<file path="config.mk">
export PLATFORM = sky130hd
export DESIGN_NAME = pam4_rx_slicer
export DESIGN_NICKNAME = d
export VERILOG_FILES = /design/src/rtl/pam4_rx_slicer.sv
export SDC_FILE = /design/constraint.sdc
export NUM_CORES = 1
export LEC_CHECK = 0
export CORE_UTILIZATION = 45
export DETAILED_ROUTE_END_ITERATION = 10
export PLACE_DENSITY_LB_ADDON = 0.05
export RECOVER_POWER = 50
export SYNTH_ARGS = -nofsm -noshare
export SYNTH_HDL_FRONTEND = slang
export SYNTH_SLANG_ARGS = --single-unit
</file>
<file path="constraint.sdc">
create_clock -name i_clk -period 7.45 [get_ports i_clk]
set_input_delay 0.745 -clock i_clk [delete_from_list [all_inputs] [get_ports i_clk]]
set_output_delay 0.745 -clock i_clk [all_outputs]
set_load 0.005 [all_outputs]
</file>
<file path="src/rtl/pam4_rx_slicer.sv">
// -----------------------------------------------------------------------------
// pam4_rx_slicer
//   Receive-side symbol recovery for one QAM branch (I or Q). Takes the
//   OSR-times oversampled, 18-bit signed output of the receive SRRC matched
//   filter, picks the decision phase with the most energy over an acquisition
//   window, then decimates and slices each symbol to 4-PAM Gray bits
//   (00=-3, 01=-1, 11=+1, 10=+3).
//
//   Build option: PAM4_RX_FIXED_PHASE_EN
//     defined   - acquisition removed; reset state is TRACK at PHASE_INIT
//     undefined - full energy-based phase acquisition (ACQ -> SEL -> TRACK)
//
// Parameters
//   OSR        oversampling ratio (power of 2, >= 2)
//   ACQ_SYMS   symbols per acquisition window (power of 2)
//   THRESH     outer/inner decision threshold (0 < THRESH < 2^17)
//   PHASE_INIT phase used before/without acquisition (0..OSR-1)
//
// Ports
//   i_clk     clock, rising edge
//   i_rst     synchronous active-high reset
//   i_en      sample strobe; i_din consumed only when high
//   i_din     signed filtered sample
//   o_dout    recovered symbol bits (held until next o_valid)
//   o_valid   one-cycle pulse when o_dout carries a new symbol
//   o_locked  high while in TRACK
//   o_phase   selected decision phase
// -----------------------------------------------------------------------------
module pam4_rx_slicer #(
  parameter int OSR        = 4,
  parameter int ACQ_SYMS   = 16,
  parameter int THRESH     = 16384,
  parameter int PHASE_INIT = 0
) (
  input  logic                       i_clk,
  input  logic                       i_rst,
  input  logic                       i_en,
  input  logic signed [17:0]         i_din,
  output logic [1:0]                 o_dout,
  output logic                       o_valid,
  output logic                       o_locked,
  output logic [$clog2(OSR)-1:0]     o_phase
);

  localparam int PW = $clog2(OSR);

  localparam logic [1:0] ST_ACQ   = 2'd0;
  localparam logic [1:0] ST_SEL   = 2'd1;
  localparam logic [1:0] ST_TRACK = 2'd2;

  localparam logic [PW-1:0]     CNT_LAST   = PW'(OSR - 1);
  localparam logic [PW-1:0]     PH_INIT    = PW'(PHASE_INIT);
  localparam logic signed [17:0] THR_POS   = 18'(THRESH);
  localparam logic signed [17:0] THR_NEG   = 18'(-THRESH);

`ifndef PAM4_RX_FIXED_PHASE_EN
  localparam int SW = $clog2(ACQ_SYMS) + 1;
  localparam int AW = 17 + $clog2(ACQ_SYMS);
  localparam logic [SW-1:0] SYM_LAST = SW'(ACQ_SYMS - 1);
`endif

  // Four-level Gray decision against +/-THRESH.
  function automatic logic [1:0] slice_sym(input logic signed [17:0] d);
    logic [1:0] s;
    if (d >= THR_POS) begin
      s = 2'b10;
    end else if (d >= 18'sd0) begin
      s = 2'b11;
    end else if (d >= THR_NEG) begin
      s = 2'b01;
    end else begin
      s = 2'b00;
    end
    return s;
  endfunction

  logic [1:0]    r_state;
  logic [PW-1:0] r_cnt;

`ifndef PAM4_RX_FIXED_PHASE_EN
  // Magnitude of a sample; the single unrepresentable value -2^17 clips
  // to 2^17-1 so the result always fits 17 bits.
  function automatic logic [16:0] abs_sat(input logic signed [17:0] d);
    logic [17:0] m;
    if (d == 18'sh20000) begin
      m = 18'h1FFFF;
    end else if (d < 18'sd0) begin
      m = 18'(-d);
    end else begin
      m = d;
    end
    return m[16:0];
  endfunction

  logic [AW-1:0] r_acc [OSR];
  logic [SW-1:0] r_sym_cnt;
  logic [16:0]   w_abs;
  logic [AW-1:0] w_best_val;
  logic [PW-1:0] w_best_idx;

  // Sample magnitude for energy accumulation.
  always_comb begin
    w_abs = abs_sat(i_din);
  end

  // Argmax over the phase accumulators; strict '>' keeps the lowest index on ties.
  always_comb begin
    w_best_val = r_acc[0];
    w_best_idx = '0;
    for (int k = 1; k < OSR; k++) begin
      if (r_acc[k] > w_best_val) begin
        w_best_val = r_acc[k];
        w_best_idx = PW'(k);
      end else begin
        w_best_val = w_best_val;
        w_best_idx = w_best_idx;
      end
    end
  end

  // Acquisition accumulators and symbol counter.
  always_ff @(posedge i_clk) begin
    if (i_rst) begin
      for (int k = 0; k < OSR; k++) begin
        r_acc[k] <= '0;
      end
      r_sym_cnt <= '0;
    end else if (r_state == ST_SEL) begin
      for (int k = 0; k < OSR; k++) begin
        r_acc[k] <= '0;
      end
      r_sym_cnt <= '0;
    end else if ((r_state == ST_ACQ) && i_en) begin
      r_acc[r_cnt] <= r_acc[r_cnt] + AW'(w_abs);
      if (r_cnt == CNT_LAST) begin
        r_sym_cnt <= r_sym_cnt + SW'(1);
      end
    end
  end
`endif

  // Sample-phase counter: advances on every strobe in every state.
  always_ff @(posedge i_clk) begin
    if (i_rst) begin
      r_cnt <= '0;
    end else if (i_en) begin
      r_cnt <= (r_cnt == CNT_LAST) ? '0 : r_cnt + PW'(1);
    end
  end

  // Control FSM, phase/lock outputs and registered slicer output.
  always_ff @(posedge i_clk) begin
    if (i_rst) begin
      o_dout   <= 2'b00;
      o_valid  <= 1'b0;
      o_phase  <= PH_INIT;
`ifdef PAM4_RX_FIXED_PHASE_EN
      r_state  <= ST_TRACK;
      o_locked <= 1'b1;
`else
      r_state  <= ST_ACQ;
      o_locked <= 1'b0;
`endif
    end else begin
      o_valid <= 1'b0;
      case (r_state)
`ifndef PAM4_RX_FIXED_PHASE_EN
        ST_ACQ: begin
          // Window ends on the edge that accumulates its last sample.
          if (i_en && (r_cnt == CNT_LAST) && (r_sym_cnt == SYM_LAST)) begin
            r_state <= ST_SEL;
          end
        end
        ST_SEL: begin
          o_phase  <= w_best_idx;
          o_locked <= 1'b1;
          r_state  <= ST_TRACK;
        end
`endif
        ST_TRACK: begin
          if (i_en && (r_cnt == o_phase)) begin
            o_dout  <= slice_sym(i_din);
            o_valid <= 1'b1;
          end
        end
        default: begin
          // Unreachable encoding: fall back to a clean start.
          o_phase  <= PH_INIT;
`ifdef PAM4_RX_FIXED_PHASE_EN
          r_state  <= ST_TRACK;
          o_locked <= 1'b1;
`else
          r_state  <= ST_ACQ;
          o_locked <= 1'b0;
`endif
        end
      endcase
    end
  end

endmodule

</file>
==> results.sh <==
export IMPL_status="complete, but fails checks"
export IMPL_violations="max-capacitance violations, max-slew violations"
export IMPL_postRouteAntennaNets=0
export IMPL_grt_pass1_vias=5601
export IMPL_yosys_area_top_type="edfxtp_1"
export IMPL_synth_seq_cells=101
export IMPL_grt_overflow=0
export IMPL_cp_required_ps=7670
export IMPL_rsz0062_at_grt="no"
export IMPL_reg2regPathDepth=22
export IMPL_std_cell_rows=46
export IMPL_layout_common_cells="117 x nor2_1, 87 x ha_1, 84 x edfxtp_1"
export IMPL_synth_cell_types=58
export IMPL_ios=27
export IMPL_ctsHtreeMaxLevel=3
export IMPL_drc_errors=0
export IMPL_synth_area_leaders="edfxtp_1 34%, ha_1 15%, mux4_2 6.4%"
export IMPL_synth_edf_count=84
export IMPL_finalSetupViolCount=0
export IMPL_num_vias=5768
export IMPL_cpPeakStageDelay_ps=720
export IMPL_holdPathStages=2
export IMPL_clk_pin_slew_ps=70
export IMPL_wirelength_microns=20260
export IMPL_cp_start_kind="flip-flop"
export IMPL_clk_path_buf_depth=2
export IMPL_path_buf_inv=2
export IMPL_cts_buffers=9
export IMPL_hold_path_class="flip-flop to flip-flop"
export IMPL_layout_drive_gt1_share_pct=6.632
export IMPL_cap_violations=2
export IMPL_drt_iter0_drc=403
export IMPL_antenna_found_initial=0
export IMPL_detail_route_wl_per_cell_microns=20.56
export IMPL_seq_area_frac_synth_pct=38.51
export IMPL_skew_ps=7.275
export IMPL_p_total_w=0.001849
export IMPL_hold_buffers=0
export IMPL_tns_ps=0
export IMPL_final_common_cell="nor2_1"
export IMPL_clock_latency_ps=360
export IMPL_fin_cells=985
export IMPL_cts_root_buf="clkbuf_16"
export IMPL_period_minus_slack_ps=6821
export IMPL_relSlewSlack_pct=-8.741
export IMPL_p_per_area_nw_per_um2=226.0
export IMPL_grt_total_usage_pct=25.49
export IMPL_drv_slew=44
export IMPL_synth_warnings=0
export IMPL_coreArea_sq_um=16000
export IMPL_finish_net_count=873
export IMPL_tightest_slew_ps=1631
export IMPL_min_from="o_locked$_SDFFE_PP0N_"
export IMPL_syn_nets=853
export IMPL_cp_max_fo=15
export IMPL_place_inst=969
export IMPL_postCtsSetupBuffers=0
export IMPL_vdd_ir_drop_max_v=0.0001120
export IMPL_die_w_microns=130.5
export IMPL_fmax_mhz=146.6
export IMPL_critPathSlowestCell="a2111oi_1"
export IMPL_r2r_end="o_phase[1]$_SDFFE_PP0N_"
export IMPL_cts_resized=0
export IMPL_n_fill_cell=1514
export IMPL_critPathCaptureType="flip-flop"
export IMPL_p_leak_nw=3.505
export IMPL_dr_pass1_iters=5
export IMPL_r2r_start="r_acc[1][10]$_SDFFCE_PN0P_"
export IMPL_syn_inst=744
export IMPL_grt_max_degree=22
export IMPL_gp_congestion=0.8472
export IMPL_critPathTopFamily="simple AND/OR/NAND/NOR gates"
export IMPL_post_route_period_util_pct=91.55
export IMPL_whs_ps=478.3
export IMPL_die_height_microns=130.5
export IMPL_arrival_ps=7040
export IMPL_dpl_hpwl_microns=15350
export IMPL_synth_area_sq_um=7435
export IMPL_area_delta_synth_final_pct=10.08
export IMPL_worstSetupPathType="flip-flop to flip-flop"
export IMPL_synth_avg_cell_area_sq_um=9.993
export IMPL_diodes=0
export IMPL_finalHoldViolCount=0
export IMPL_ys_flop_type="edfxtp_1"
export IMPL_place_port_buffers=26
export IMPL_min_to="o_locked$_SDFFE_PP0N_"
export IMPL_cts_sinks=101
export IMPL_reg2reg_slack_ps=630
export IMPL_crit_path_cell_trace="ha_1 > a21o_1 > a21o_1 > a2111oi_1 > o2111ai_2 > nand2_1 > buf_4 > mux2i_1 > ha_1 > nand4_1 > nor4_1 > o21ai_0 > o311ai_0 > nand2_1 > buf_4 > a21o_1 > ha_1 > nand4_1 > nor4_1 > nand4_1 > a21boi_0 > o31ai_1"
export IMPL_async_flop_share_pct=0
export IMPL_grt_pass1_wl_microns=31560
export IMPL_cts_tree="done"
export IMPL_start_util_pct=46.47
export IMPL_via_per_inst=5.856
export IMPL_die_area_sq_um=17040
export IMPL_synth_top_cell_area_share_pct=33.93
metrics by stage:
step                util (%)  instance area (sq um)  worst slack [ps]
floorplan                  -                   7435              2111
global placement       49.43                   7909             611.5
detailed placement     49.43                   7909             440.4
CTS                    51.27                   8203             410.2
global route           51.15                   8184             62.92
finish                 51.15                   8184             629.5
metal layers:
| metal | vias to the layer above | global-route usage [%] | wire (microns) |
|---|---|---|---|
| met4 | 0 | 10.28 | 607 |
| met2 | 158 | 39.81 | 9079 |
| li1 | 2771 | - | - |
| met3 | 30 | 4.275 | 1041 |
| met1 | 2809 | 35.19 | 9528 |
| met5 | - | 0 | 0 |
sequential cells by signal, indices dropped and copies added, names as in the netlist, named ones only:
name and cells:
r_acc 84, o_phase 2, o_locked 1, o_dout 2, o_valid 1, r_cnt 2, r_sym_cnt 5, r_state 2
layout make-up:
cell class / instances / area (sq um) / share of cell area (%)
sequential: 101 / 2863 / 34.98
tap: 216 / 270.3 / 3.302
inverter: 42 / 157.7 / 1.926
clock buffer: 10 / 250.2 / 3.058
multi-input combinational: 575 / 4283 / 52.33
clock inverter: 6 / 43.79 / 0.5351
timing repair buffer: 35 / 316.6 / 3.868
synth_stat cells, drive strengths merged (20+ instances only):
cell	instances
mux4	21
mux2i	25
nor2	117
ha	87
nand2	58
a21o	30
edfxtp	84
nand4	20
a21oi	52
o21ai	20
xor2	25
inv	42
cells by family after synthesis:
family	Yosys count	share of synthesized area, %
compound gates	137	11.78
xor+xnor	36	4.241
fa+ha+maj	88	14.91
buf+inv	68	3.786
flops	101	38.51
mux	49	10.23
simple gates	265	16.54
worst reg2reg max path, delay by kind of cell, from the launching register on:
family	cells	cell delay, ps
DFF	1	430
adders and majority gates	3	1000
muxes	1	170
AOI/OAI and AO/OA	9	2200
buffers and inverters	2	700
and+or+nand+nor	7	2220
how the worst max path moves through the flow:
stage,start,endpoint,slack (ps),cells past startpoint
floorplan,r_acc[1][11]$_SDFFCE_PN0P_,o_phase[0]$_SDFFE_PP0N_,2110,23
global placement,r_acc[1][10]$_SDFFCE_PN0P_,o_phase[1]$_SDFFE_PP0N_,610,24
detailed placement,r_acc[1][10]$_SDFFCE_PN0P_,o_phase[1]$_SDFFE_PP0N_,440,22
CTS,r_acc[1][10]$_SDFFCE_PN0P_,o_phase[1]$_SDFFE_PP0N_,410,22
global route,r_acc[1][10]$_SDFFCE_PN0P_,o_phase[1]$_SDFFE_PP0N_,60,22
finish,r_acc[1][10]$_SDFFCE_PN0P_,o_phase[1]$_SDFFE_PP0N_,630,22
where the power goes:
part / total, W / switching [W] / leakage [nW] / internal (W)
clock: 0.000476 / 0.000227 / 0.150 / 0.000250
combinational: 0.000685 / 0.000410 / 2.34 / 0.000275
sequential: 0.000688 / 0.0000352 / 1.01 / 0.000653
total: 0.00185 / 0.000672 / 3.50 / 0.00118
Note: power is estimated with default switching activity, not from simulation.
==> patch: new RTL, config.mk and constraints unchanged <==
Reset style: asynchronous (`i_rst`), changed in 3 clocked blocks. Comments in the files are not updated.
--- a/src/rtl/pam4_rx_slicer.sv
+++ b/src/rtl/pam4_rx_slicer.sv
@@ -121,3 +121,3 @@
   // Acquisition accumulators and symbol counter.
-  always_ff @(posedge i_clk) begin
+  always_ff @(posedge i_clk or posedge i_rst) begin
     if (i_rst) begin
@@ -142,3 +142,3 @@
   // Sample-phase counter: advances on every strobe in every state.
-  always_ff @(posedge i_clk) begin
+  always_ff @(posedge i_clk or posedge i_rst) begin
     if (i_rst) begin
@@ -151,3 +151,3 @@
   // Control FSM, phase/lock outputs and registered slicer output.
-  always_ff @(posedge i_clk) begin
+  always_ff @(posedge i_clk or posedge i_rst) begin
     if (i_rst) begin
Check against the original RTL: same outputs for any inputs over 10 cycles, from zero or initial values and one cycle with i_rst high; that may be too few to reach the edited logic, so the function may still have changed.
==> patch against the original RTL <==
  * The flow still finishes with violations (max-capacitance violations, max-slew violations)
  * Synthesized area rose by 9.1%
  * Sequential cell count shrank 2
  * Critical path depth grew 2
  * Core utilization is 0.71 points lower
  * Count of clock-buffer cells in the layout down 1
  * Critical path type unchanged
  * Highest routed layer unchanged
  * Design area is 7.7% higher
  * Largest cell class unchanged
  * Synthesized cell count grew 22%
  * Wire length grew 28%
  * First-iteration DRC count rose by 40%
  * Critical endpoint is now o_phase[0]$_DFFE_PP0N_
  * Setup slack lost 0.095 ns
  * Sequential share of layout area fell by 6.9 points
  * Global-route usage grew 3.6 points
Power is left out: the tool's default activity adds up to more than one toggle a clock period on the data nets, which glitch-free logic cannot reach.
==> patch: results (changes against the original RTL) <==
- Setup WS pre-CTS: 0.641 ns (+0.201 ns)
- DR iter-0 viols: 564 (+40%)
- Depth of the CTS H-tree: 3 (unchanged)
- CTS Buffer Depth: 2 (unchanged)
- GRT Total Usage: 0.291 (+0.0361)
- Cts repair resizes: 0 (unchanged)
- Dpl hpwl: 19200 microns (+25%)
- Unique masters post-synth: 65 (+12%)
- Synth Area in Compound Gates: 0.235 (+0.118)
- Post-DP Area: 0.00852 sq mm (+7.7%)
- First-pass GRT wire length: 39900 microns (+26%)
- Gpl congestion: 0.923 (+8.9%)
- Number of max-cap violations: 2 (unchanged)
- Ranking of synthesized cells by area: dfrtp_1 (31%), ha_1 (13%), mux4_2 (5.8%), a22o_1 (5.1%), a21oi_1 (4.3%)
- Arrival @ worst endpoint: 7.16 ns (+0.12 ns)
- Crit-path max FO: 23 (+8)
- Commonest cells in the synthesized netlist: dfrtp_1 (99), ha_1 (87), nand2_1 (86)
- Top FF cell, synth: dfrtp_1
- Pins over their slew limit: 102 (+130%)
- Total wire length: 25800 microns (+28%)
- Status: finished with violations
- Fraction of synthesized area in multiplexers: 0.0660 (-0.0363)
- Nets: 1008 (+15%)
- Final clock skew: 0.00975 ns (+0.00247 ns)
- Async SR Flop Fraction: 1.00 (+1.00)
- Largest family of logic cells by synthesized area: compound AO/OA/AOI/OAI gates
- Failing checks: max-capacitance violations, max-slew violations
- Largest net degree at the start of global routing: 51 (+130%)
- Register area share after synthesis: 0.306 (-0.0795)
- Worst slew pin tran: 2.71 ns (+1.07 ns)
- Post-Synth Adder-Cell Area: 0.137 (-0.0124)
- Vias in the first global route: 7114 (+27%)
- Xor and xnor area share after synthesis: 0.0270 (-0.0154)
- Port Buffer Count: 26 (unchanged)
- Share of cells above drive strength 1: 0.0653 (-0.00105)
patch: logic make-up (layout without fill, tap and decap cells):
logic type	after synthesis	after routing
DFF	99	99
AOI/OAI and AO/OA	272	272
xor gates and xnor gates	25	25
buffers and inverters	93	92
adders and majority gates	88	88
muxes	27	27
and+or+nand+nor	301	301
patch: stage by stage:
stage                     utilization  hold slack (ns)  cells
after floorplan                     -            0.450    905
after global placement          0.487            0.461   1113
after detailed placement        0.487            0.475   1113
after CTS                       0.505            0.491   1129
after global routing            0.504            0.510   1129
final                           0.504            0.482   1129
patch: path summary, 6_finish.rpt:
kind                                       startpoint                        to  slack (ns)  cells past startpoint
worst max register to register  r_acc[83]$_DFFE_PP0P_    o_phase[0]$_DFFE_PP0N_        0.53                     24
worst min-delay path             o_locked$_DFFE_PP0N_      o_locked$_DFFE_PP0N_        0.48                      1
worst min register to register   o_locked$_DFFE_PP0N_      o_locked$_DFFE_PP0N_        0.48                      1
worst max-delay path            r_acc[83]$_DFFE_PP0P_    o_phase[0]$_DFFE_PP0N_        0.53                     24
max in group asynchronous                       i_rst      r_acc[6]$_DFFE_PP0P_        2.68                      3
min in group asynchronous                       i_rst  r_sym_cnt[3]$_DFFE_PP0P_        1.45                      2
patch: layout make-up:
type | count | area [sq um]
clock buffers | 9 | 225
flip-flops and latches | 99 | 2480
clock inverters | 7 | 82.6
repair buffers | 34 | 313
inverters | 42 | 159
multi-input cells | 713 | 5280
well taps | 225 | 282
fillers | 1645 | 8660
patch: critical path, cell delays in order, from the launching register on:
cell      delay (ns)
dfrtp_1         0.41
inv_1           0.06
ha_1            0.34
nand4_1         0.26
nor4_1          0.55
o21ai_0         0.29
nand3_1         0.18
buf_4           0.24
and3_1          0.21
nor2_1          0.06
ha_1            0.31
and4_1          0.22
nor4bb_1        0.47
o21ai_0         0.25
o211a_1         0.41
nor2_1          0.23
buf_4           0.21
o31ai_1         0.10
ha_1            0.32
and4_1          0.22
nand4_1         0.14
or4_1           0.58
or3_1           0.41
a32oi_1         0.20
o31ai_1         0.09
patch: routing by layer:
metal,up-vias,part of all wire,global-route usage
li1,3394,-,-
met1,3648,0.45,0.390
met2,276,0.45,0.455
met3,48,0.068,0.0556
met4,0,0.034,0.127
met5,-,0,0
